File: src/rtl/fifo_uart_tx.sv
// fifo_uart_tx
//
// Pulls 15-bit words from an upstream FIFO that has a registered read port.
// Each word is sent as two back-to-back 8N1 UART characters: word[7:0]
// first, then {1'b0, word[14:8]}. A word occupies exactly 20 bit times on
// the line, from the first start bit to the end of the second stop bit.
// Every output comes straight from a flop.
//
// Parameters:
//   CLKS_PER_BIT  clock cycles per UART bit, 2..65535
//   READ_LATENCY  cycles from fifo_ren to valid fifo_data, at least 1
//
// Ports:
//   clk         system clock, rising edge
//   reset       synchronous, active-high reset
//   fifo_empty  upstream FIFO empty flag, looked at only while idle
//   fifo_data   upstream FIFO read data (15 bits)
//   fifo_ren    one-cycle read strobe, one per word
//   tx          UART serial line, idles high
//   busy        high whenever a word is being fetched or sent
//   done        one-cycle pulse on the last cycle of a word's second stop bit
//   words_sent  number of completed words, wraps from 255 to 0
module fifo_uart_tx #(
   parameter int CLKS_PER_BIT = 434,
   parameter int READ_LATENCY = 1
) (
   input  logic        clk,
   input  logic        reset,
   input  logic        fifo_empty,
   input  logic [14:0] fifo_data,
   output logic        fifo_ren,
   output logic        tx,
   output logic        busy,
   output logic        done,
   output logic [7:0]  words_sent
);

   typedef enum logic [2:0] {
      IDLE,
      REQ,
      WAIT,
      LOAD,
      START,
      DATA,
      STOP
   } state_t;

   localparam logic [15:0] BAUD_RELOAD = 16'(CLKS_PER_BIT - 1);
   localparam logic [15:0] WAIT_RELOAD = 16'(READ_LATENCY - 1);

   state_t      state, state_next;
   logic [15:0] baud_cnt, baud_next;
   logic [15:0] wait_cnt, wait_next;
   logic [2:0]  bit_idx, bit_next;
   logic        byte_sel, byte_sel_next;
   logic [14:0] word, word_next;
   logic [7:0]  words_next;
   logic [7:0]  byte_next;
   logic        tx_next;
   logic        ren_next;
   logic        busy_next;
   logic        done_next;

   // Sequencing of one word. The baud counter counts down from
   // CLKS_PER_BIT-1 and is reloaded at every bit boundary, so each bit is
   // timed on its own and no error can accumulate across the frame. The
   // word register is written only in LOAD, so fifo_data may change freely
   // at any other time without disturbing the character on the line.
   always_comb begin
      state_next    = state;
      baud_next     = baud_cnt;
      wait_next     = wait_cnt;
      bit_next      = bit_idx;
      byte_sel_next = byte_sel;
      word_next     = word;
      words_next    = words_sent;
      case (state)
         IDLE: begin
            if (!fifo_empty) begin
               state_next = REQ;
            end
         end
         REQ: begin
            state_next = WAIT;
            wait_next  = WAIT_RELOAD;
         end
         WAIT: begin
            if (wait_cnt == 16'd0) begin
               state_next = LOAD;
            end else begin
               wait_next = wait_cnt - 16'd1;
            end
         end
         LOAD: begin
            word_next     = fifo_data;
            byte_sel_next = 1'b0;
            baud_next     = BAUD_RELOAD;
            state_next    = START;
         end
         START: begin
            if (baud_cnt == 16'd0) begin
               state_next = DATA;
               bit_next   = 3'd0;
               baud_next  = BAUD_RELOAD;
            end else begin
               baud_next = baud_cnt - 16'd1;
            end
         end
         DATA: begin
            if (baud_cnt == 16'd0) begin
               baud_next = BAUD_RELOAD;
               if (bit_idx == 3'd7) begin
                  state_next = STOP;
               end else begin
                  bit_next = bit_idx + 3'd1;
               end
            end else begin
               baud_next = baud_cnt - 16'd1;
            end
         end
         STOP: begin
            if (baud_cnt == 16'd0) begin
               if (!byte_sel) begin
                  byte_sel_next = 1'b1;
                  baud_next     = BAUD_RELOAD;
                  state_next    = START;
               end else begin
                  words_next = words_sent + 8'd1;
                  state_next = IDLE;
               end
            end else begin
               baud_next = baud_cnt - 16'd1;
            end
         end
         default: begin
            state_next = IDLE;
         end
      endcase
   end

   // Outputs are computed from the upcoming state and registered alongside
   // it, so they line up with the state cycle by cycle without any
   // combinational path to the pins. done is raised for the cycle in which
   // the second stop bit's counter sits at zero, i.e. its final cycle.
   always_comb begin
      byte_next = byte_sel_next ? {1'b0, word_next[14:8]} : word_next[7:0];
      tx_next   = 1'b1;
      if (state_next == START) begin
         tx_next = 1'b0;
      end else if (state_next == DATA) begin
         tx_next = byte_next[bit_next];
      end
      ren_next  = (state_next == REQ);
      busy_next = (state_next != IDLE);
      done_next = (state_next == STOP) && byte_sel_next && (baud_next == 16'd0);
   end

   // State and output registers. Reset wins over everything else and drops
   // any frame in progress at once, including a word already read from the
   // FIFO; no done pulse is produced for it.
   always_ff @(posedge clk) begin
      if (reset) begin
         state      <= IDLE;
         baud_cnt   <= 16'd0;
         wait_cnt   <= 16'd0;
         bit_idx    <= 3'd0;
         byte_sel   <= 1'b0;
         word       <= 15'd0;
         words_sent <= 8'd0;
         tx         <= 1'b1;
         fifo_ren   <= 1'b0;
         busy       <= 1'b0;
         done       <= 1'b0;
      end else begin
         state      <= state_next;
         baud_cnt   <= baud_next;
         wait_cnt   <= wait_next;
         bit_idx    <= bit_next;
         byte_sel   <= byte_sel_next;
         word       <= word_next;
         words_sent <= words_next;
         tx         <= tx_next;
         fifo_ren   <= ren_next;
         busy       <= busy_next;
         done       <= done_next;
      end
   end

endmodule
File: config.mk
export PLATFORM = sky130hd
export DESIGN_NAME = fifo_uart_tx
export DESIGN_NICKNAME = d
export VERILOG_FILES = /design/src/rtl/fifo_uart_tx.sv
export SDC_FILE = /design/constraint.sdc
export NUM_CORES = 1
export LEC_CHECK = 0
export BUFFER_PORTS_ARGS = -buffer_cell sky130_fd_sc_hd__buf_2
export CORE_ASPECT_RATIO = 1.75
export CORE_UTILIZATION = 53
export CTS_CLUSTER_SIZE = 8
export DETAILED_ROUTE_END_ITERATION = 10
export PLACE_DENSITY = 0.75
export SYNTH_ARGS = -nofsm -noshare
export SYNTH_HDL_FRONTEND = slang
export SYNTH_SLANG_ARGS = --single-unit
File: constraint.sdc
create_clock -name clk -period 2.39 [get_ports clk]
set_input_delay 0.3585 -clock clk [delete_from_list [all_inputs] [get_ports clk]]
set_output_delay 0.3585 -clock clk [all_outputs]
set_load 0.05 [all_outputs]
==> out/results.txt, run 1 <==
Async SR Flop Fraction: 0
Crit path launch type: register
Worst-skew pair later-pin latency: 0.35 ns
Area delta synth->final: 30.0%
Root buf cell: clkbuf_8
Vias/cell: 5.71
Max Slew Vio Count: 0
Ys flop type: dfxtp_1
Clock Sinks: 66
Hold EP: word[14]
Total Wirelength: 9070 um
Starting Density: 0.545
Cell area power density: 984 nW/um2
First-pass GRT wire length: 14800 um
Initial antenna violation count: 0
Reg-to-reg slack, setup: -0.05 ns
Synth Warn #: 0
Status: complete, but fails checks
Area of the core: 6130 um2
Post-Syn Area: 3340 um2
Number of H-tree levels: 3
Fin nets: 535
DRT iter0 DRCs: 212
Crit share post-route: 1.02
RSZ-0062 raised after global routing: yes
Post-CTS Hold Buffers: 0
Post-layout min period: 2.44 ns
Leak: 1.82 nW
Crit Path Max Fanout: 4
Worst hold path depth: 3
DRT Pass-1 Iters: 4
Remaining DRCs: 0
Reg-to-Reg Start: baud_cnt[0]
Setup crit start: baud_cnt[0]
Vias in the first global route: 3325
Total GRT Usage: 0.303
Critical path type: reg2reg
DR vias: 3399
Total gr overflow: 0
MaxCap Viol Count: 0
Final setup fails: 1
FF-to-FF End: tx
Die Width: 62.1 um
Most common cell after layout, fill and taps aside: buf_4
Max Clock Skew: 0.0103 ns
Clock Path Buffers: 2
Hold WS: 0.247 ns
Die H: 107 um
Num CTS Buffers: 9
Clock transition at the registers of the reported paths: 0.07 ns
Hold Path Origin: fifo_data[14]
Failing checks: setup timing
Req. time, crit path: 2.60 ns
Placer Congestion: 0.934
HP Class: in2reg
Relative slew slack: 0.637
Antenna-violating nets left: 0
Register area share after synthesis: 0.395
Fmax: 0.410 GHz
Largest net degree at the start of global routing: 32
Syn Area/Cell: 8.04 um2
Cell variety after synth: 62
Post-synth EDFFs: 0
Layout cells sized above 1: 0.301
Worst Setup End Kind: register
Final hold violation count: 0
Most frequent cells in the layout: buf_4, nand2_1, nor2_1, dfxtp_1, a21oi_1
Synthesized net count: 439
Flops & latches, synth: 66
Setup ws final: -0.0516 ns
Arrival @ worst endpoint: 2.65 ns
Rows: 38
DP HPWL: 6610 um
Io pins: 30
Reg2reg path depth: 11
Wire per inst: 15.2 um
Buffers on Ports: 29
N_diodes: 0
VDD IR max: 0.645 mV
CTS tree: built
Total power: 4.28 mW
Slew @ Worst Pin: 0.539 ns
Gate Count Post-Synth: 416
Die area: 6640 um2
[worst max-delay path by stage]
stage / cells after the start / endpoint / slack (ns)
4_1_cts: 12 / tx / -0.07
5_1_grt: 13 / done / -0.46
3_5_place_dp: 11 / tx / -0.22
3_3_place_gp: 11 / tx / -0.13
6_report: 11 / tx / -0.05
2_1_floorplan: 11 / tx / 0.006
[cell families after synthesis]
logic type               count (synthesis)  synth area share
AO/OA/AOI/OAI                           88             0.171
AND/OR/NAND/NOR                        203             0.298
flip-flops                              66             0.395
multiplexers                            11            0.0389
buffers and inverters                   25            0.0307
adder cells (fa/ha/maj)                  5            0.0187
XOR/XNOR                                18            0.0471
[flip-flops by register name (all words and copies together), names as in the netlist]
| register | count |
|---|---|
| baud_cnt | 16 |
| wait_cnt | 16 |
| word | 15 |
| words_sent | 8 |
| bit_idx | 3 |
| state | 3 |
| busy | 1 |
| byte_sel | 1 |
| done | 1 |
| fifo_ren | 1 |
| tx | 1 |
[where the power goes]
part | internal (mW) | switching [mW] | total [mW]
clock network | 0.395 | 0.393 | 0.788
registers | 1.24 | 0.126 | 1.36
logic | 0.990 | 1.14 | 2.13
total | 2.62 | 1.66 | 4.28
[per-stage QoR]
step           std cells  setup WS (ns)  setup TNS (ns)  utilization  area [um2]
2_1_floorplan        416        0.00557               0            -        3360
3_3_place_gp         573         -0.133          -0.166        0.657        4030
3_5_place_dp         573         -0.219          -0.323        0.657        4030
4_1_cts              590        -0.0696         -0.0696        0.690        4230
5_1_grt              595         -0.464          -0.769        0.709        4350
6_report             595        -0.0516         -0.0516        0.709        4350
[critical path: stages (launching register included)]
cell and delay (ns):
dfxtp_2 0.33, inv_2 0.05, ha_1 0.14, nor4b_4 0.23
and4_4 0.31, buf_6 0.12, nand2_4 0.05, a21oi_4 0.18
mux2_2 0.36, a32o_1 0.27, a211oi_2 0.18, o31ai_2 0.08
[synth_stat cells (all sizes together) (2+ instances only)]
master   instances  area [um2]
nand2           68         263
dfxtp           66        1320
nor2            66         250
a21oi           36         191
o21ai           18        90.1
clkbuf          14        52.6
xor2            13         114
nor4            11        98.8
nor3            10        50.1
nand3            8        40.0
inv              7        26.3
mux2i            7        70.1
nand4            7        50.1
or3              7        45.1
ha               5        62.6
o31ai            5        42.5
xnor2            5        43.8
a22oi            4        30.0
a31oi            4        40.0
buf              4        23.8
nor2b            4        25.0
nor4b            4        41.3
or4              4        30.0
mux2             3        33.8
nor3b            3        22.5
o2111ai          3        26.3
a2111oi          2        17.5
a211oi           2        15.0
a21o             2        15.0
a311oi           2        17.5
and2             2        12.5
and3             2        13.8
or2              2        12.5
[metal layers]
metal / GRT usage / vias to the layer above / part of all wire
met1: 0.313 / 1585 / 0.37
met4: 0.211 / 0 / 0.063
met3: 0.0700 / 47 / 0.043
met5: 0 / - / 0
met2: 0.508 / 98 / 0.53
li1: - / 1669 / -
[what timing repair did]
action | CTS | global route
setup buffers | 3 | 5
gates resized for setup | 10 | 20
endpoints found under the hold margin | 0 | 0
pin swaps | 6 | 11
endpoints found under the setup margin | 4 | 7
[area by class of cell]
class | count | area [um2]
timing repair buffer | 103 | 724
tap | 80 | 100
inverter | 7 | 26.3
clock buffer | 14 | 153
fill | 486 | 1790
sequential | 66 | 1330
multi-input combinational | 325 | 2010
Note: power is estimated with default switching activity, not from simulation.
==> inputs of run 2 (changes only) <==
Settings changed: ABC_AREA from default to 1, CORE_UTILIZATION 53 to 54, PLACE_DENSITY 0.75 to 0.76.
==> out/results.txt, run 2 <==
Status: finished clean
Async SR Flop Fraction: 0
Synth Warn #: 0
Most frequent CP cell: nor2_1
DR vias: 3888
Slew @ Worst Pin: 0.777 ns
DRT Pass-1 Iters: 5
Io pins: 30
Buffers on Ports: 29
Relative slew slack: 0.478
Cell area power density: 1120 nW/um2
Worst Setup End Kind: register
Register area share after synthesis: 0.351
Placer Congestion: 0.958
Req. time, crit path: 2.66 ns
Vias in the first global route: 3918
CP bufs+invs: 0
Worst-skew pair later-pin latency: 0.33 ns
VDD IR max: 0.810 mV
Final hold violation count: 0
Cell variety after synth: 38
Antenna-violating nets left: 0
Fill count: 619
MaxCap Viol Count: 0
RSZ-0062 raised after global routing: yes
Rows: 39
Die Width: 65.1 um
Post-synthesis simple-gate area fraction: 0.408
Cell with the most instances after synthesis: nand2_1
Largest registers: baud_cnt (16), wait_cnt (16), word (15)
Post-synthesis mux area share: 0.00797
Arrival @ worst endpoint: 2.50 ns
Fin util: 0.653
Most frequent cells in the layout: nand2_1, nor2_1, inv_1, dfxtp_1, nand3_1
Synthesized net count: 597
Wire per inst: 14.3 um
Total GRT Usage: 0.301
Worst-path cell chain: nor2_1 -> nand2_1 -> nor3_1 -> nand2_1 -> o2111ai_1 -> o21ai_0 -> nor2_1 -> nand4_1 -> nor2_1
Xor/xnor share of the synthesized area: 0.00930
Flops & latches, synth: 66
CP max-delay cell: nor3_1
Final setup fails: 0
Hold WS: 0.297 ns
Leak: 2.15 nW
Layout cells sized above 1: 0.168
Post-Syn Area: 3770 um2
Leading area contributor after synthesis: dfxtp_1
Clock Path Buffers: 2
Root buf cell: clkbuf_16
Syn Area/Cell: 6.56 um2
Crit Path Max Fanout: 5
Area share of the largest cell type after synthesis: 0.351
Die H: 112 um
Die area: 7330 um2
WP depth: 9
First-pass GRT wire length: 16900 um
Fin nets: 633
Critical path type: reg2reg
Num CTS Buffers: 9
Postcts setup bufs: 0
CP peak stage delay: 0.65 ns
Area delta synth->final: 14.9%
Largest net degree at the start of global routing: 43
Sum Neg Setup Slack: 0 ns
CTS tree: built
Clock Sinks: 66
Starting Density: 0.568
Post-layout min period: 2.23 ns
Reg2reg path depth: 9
Clock transition at the registers of the reported paths: 0.05 ns
N_diodes: 0
Cell family with most CP delay: simple AND/OR/NAND/NOR gates
Post-synthesis compound-gate area fraction: 0.120
DRT iter0 DRCs: 239
Vias/cell: 5.59
DP HPWL: 7550 um
Area of the core: 6640 um2
HP Class: in2reg
Total power: 4.84 mW
Max Slew Vio Count: 0
Synth top cells by count: nand2_1, nor2_1, inv_1, dfxtp_1, nand3_1
Post-CTS Hold Buffers: 0
Crit share post-route: 0.932
Post-Synth Adder-Cell Area: 0.0166
Post-synth EDFFs: 0
Crit path launch type: register
Worst hold path depth: 3
Total Wirelength: 9960 um
Remaining DRCs: 0
Most common cell after layout, fill and taps aside: nand2_1
Initial antenna violation count: 0
Max Clock Skew: 0.00371 ns
Ys flop type: dfxtp_1
Largest family of logic cells by synthesized area: simple AND/OR/NAND/NOR gates
Gate Count Post-Synth: 574
Number of H-tree levels: 3
Main area contributors after synthesis: dfxtp_1, nand2_1, nor2_1
Total gr overflow: 0
Fmax: 0.449 GHz
[run 2: cell types whose count changed in the layout (fill, tap and decap cells not counted), sizes merged, moves of 9 or more]
cell and change:
nand2 +74, xor2 -9, nor4 -9, nor2 +25, buf -68, or2 +10, inv +67, o21ai +15
nand3 +42
[run 2: cell families after synthesis]
kind of cell / after synthesis
mux: 3
simple gates: 331
compound gates: 81
xor+xnor: 4
flops: 66
buf+inv: 84
fa+ha+maj: 5
[run 2: routing by layer]
layer,track usage,share of wire
met3,0.0681,0.045
met2,0.548,0.53
met1,0.283,0.37
met4,0.220,0.060
met5,0,0
[run 2: cell type report]
type | count | area [um2] | share of cell area
tap | 82 | 103 | 0.0237
sequential | 66 | 1320 | 0.305
timing repair buffer | 35 | 190 | 0.0439
multi-input combinational | 424 | 2130 | 0.493
clock inverter | 2 | 35.0 | 0.00809
inverter | 74 | 278 | 0.0641
clock buffer | 13 | 270 | 0.0624
[run 2: metrics by stage]
step,std cells,area (um2),setup slack (ns)
floorplan,574,3770,0.662
global placement,681,4010,0.262
detailed placement,681,4010,0.224
CTS,696,4310,0.204
global route,696,4330,-0.0257
finish,696,4330,0.162
[run 2: worst reg2reg max path, stage by stage, from the launching register on]
cell	delay, ns
dfxtp_1	0.37
nor2_1	0.23
nand2_1	0.10
nor3_1	0.65
nand2_1	0.13
o2111ai_1	0.11
o21ai_0	0.23
nor2_1	0.15
nand4_1	0.10
nor2_1	0.11
[run 2: where the power goes]
part | switching [mW] | internal [mW]
Clock | 0.470 | 0.885
Sequential | 0.145 | 1.28
Combinational | 1.39 | 0.661
[run 2: repair_timing]
| item | CTS | global route |
|---|---|---|
| gates resized for setup | 0 | 3 |
| endpoints found under the setup margin | 0 | 2 |
| endpoints found under the hold margin | 0 | 0 |
[run 2: path summary, 6_finish.rpt]
check / startpoint / to / slack [ns]
max: baud_cnt[4] / done / 0.16
min: fifo_data[8] / word[8] / 0.30
max reg2reg: baud_cnt[4] / done / 0.16
min reg2reg: word[9] / word[9] / 0.47
==> inputs of run 3 (changes only) <==
Settings changed: CORE_UTILIZATION 54 to 65, HOLD_SLACK_MARGIN from default to 0.1, PLACE_DENSITY 0.76 to 0.85.
Clock period 2.39 ns to 2.6 ns, I/O delays scaled along.
==> out/results.txt, run 3 (synthesis gave the netlist of run 2 again) <==
DP HPWL: 7790 um
Die area: 6120 um2
Die Width: 59.6 um
Worst Setup End Kind: register
Area of the core: 5590 um2
Arrival @ worst endpoint: 2.63 ns
N_diodes: 0
Total gr overflow: 0
Clock Path Buffers: 2
Max Slew Vio Count: 0
DRT Pass-1 Iters: 7
Most common cell after layout, fill and taps aside: nand2_1
Placer Congestion: 1.08
Buffers on Ports: 29
Die H: 103 um
Clock transition at the registers of the reported paths: 0.07 ns
Cell area power density: 992 nW/um2
Final hold violation count: 0
Antenna-violating nets left: 0
CTS resizes: 0
Rows: 36
Total Wirelength: 10500 um
Postcts setup bufs: 0
RSZ-0062 raised after global routing: no
Post-layout min period: 2.38 ns
DRT iter0 DRCs: 251
Fin nets: 632
Max Clock Skew: 0.00656 ns
MaxCap Viol Count: 0
Crit Path Max Fanout: 5
Number of H-tree levels: 3
Most frequent cells in the layout: nand2_1, nor2_1, inv_1, dfxtp_1, nand3_1
Worst slack, placed: 0.444 ns
Root buf cell: clkbuf_8
Slew @ Worst Pin: 0.770 ns
Remaining DRCs: 0
Critical path type: reg2reg
Relative slew slack: 0.481
Fmax: 0.420 GHz
Starting Density: 0.675
VDD IR max: 0.835 mV
Setup ws final: 0.217 ns
Crit share post-route: 0.916
Req. time, crit path: 2.85 ns
Vias/cell: 5.61
Fin util: 0.752
Layout Cells excl Fill: 690
Leak: 2.09 nW
Area delta synth->final: 11.4%
Crit path launch type: register
Largest registers: baud_cnt (16), wait_cnt (16), word (15)
Wire per inst: 15.2 um
Worst hold path depth: 3
Total power: 4.17 mW
Status: finished clean
Worst-skew pair later-pin latency: 0.36 ns
Num CTS Buffers: 9
CTS tree: built
Largest net degree at the start of global routing: 43
Reg2reg path depth: 10
DR vias: 3868
Io pins: 30
Sum Neg Setup Slack: 0 ns
# placed instances: 674
Final setup fails: 0
HP Class: in2reg
Post-CTS Hold Buffers: 0
Vias in the first global route: 3636
Layout cells sized above 1: 0.168
First-pass GRT wire length: 16500 um
Clock Sinks: 66
Total GRT Usage: 0.372
Initial antenna violation count: 0
==> run 3: routing by layer <==
metal,GRT usage,vias to the layer above,share of wire
met5,0,-,0
met1,0.349,1753,0.35
li1,-,1938,-
met2,0.668,124,0.52
met4,0.256,0,0.072
met3,0.114,53,0.053
==> run 3: critical path: stages, from the launching register on <==
cell and delay, ns:
dfxtp_1 0.35, inv_1 0.15, ha_1 0.25, nand2_1 0.12
inv_1 0.27, or2_2 0.17, a21oi_1 0.05, o21ai_0 0.62
nor2_1 0.13, nand4_1 0.11, nor2_1 0.06
==> run 3: final timing paths <==
check | end | slack (ns) | start
max | done | 0.22 | baud_cnt[0]
max reg2reg | done | 0.22 | baud_cnt[0]
min | word[5] | 0.30 | fifo_data[5]
min reg2reg | word[14] | 0.48 | word[14]
==> run 3: final cells by class <==
class / instances / area, um2
tap: 76 / 95.1
timing repair buffer: 34 / 183
clock inverter: 5 / 52.6
inverter: 74 / 278
clock buffer: 11 / 151
sequential: 66 / 1320
fill: 511 / 1390
multi-input combinational: 424 / 2120
==> run 3: power by group <==
group,internal (mW),leakage (nW),switching [mW]
Sequential,1.18,0.535,0.140
Combinational,0.601,1.45,1.35
Clock,0.490,0.105,0.403
==> run 3: metrics by stage <==
stage / hold WS (ns) / area [um2]
floorplan: 0.435 / 3770
global placement: 0.451 / 3990
detailed placement: 0.465 / 3990
CTS: 0.293 / 4200
global route: 0.326 / 4200
finish: 0.298 / 4200
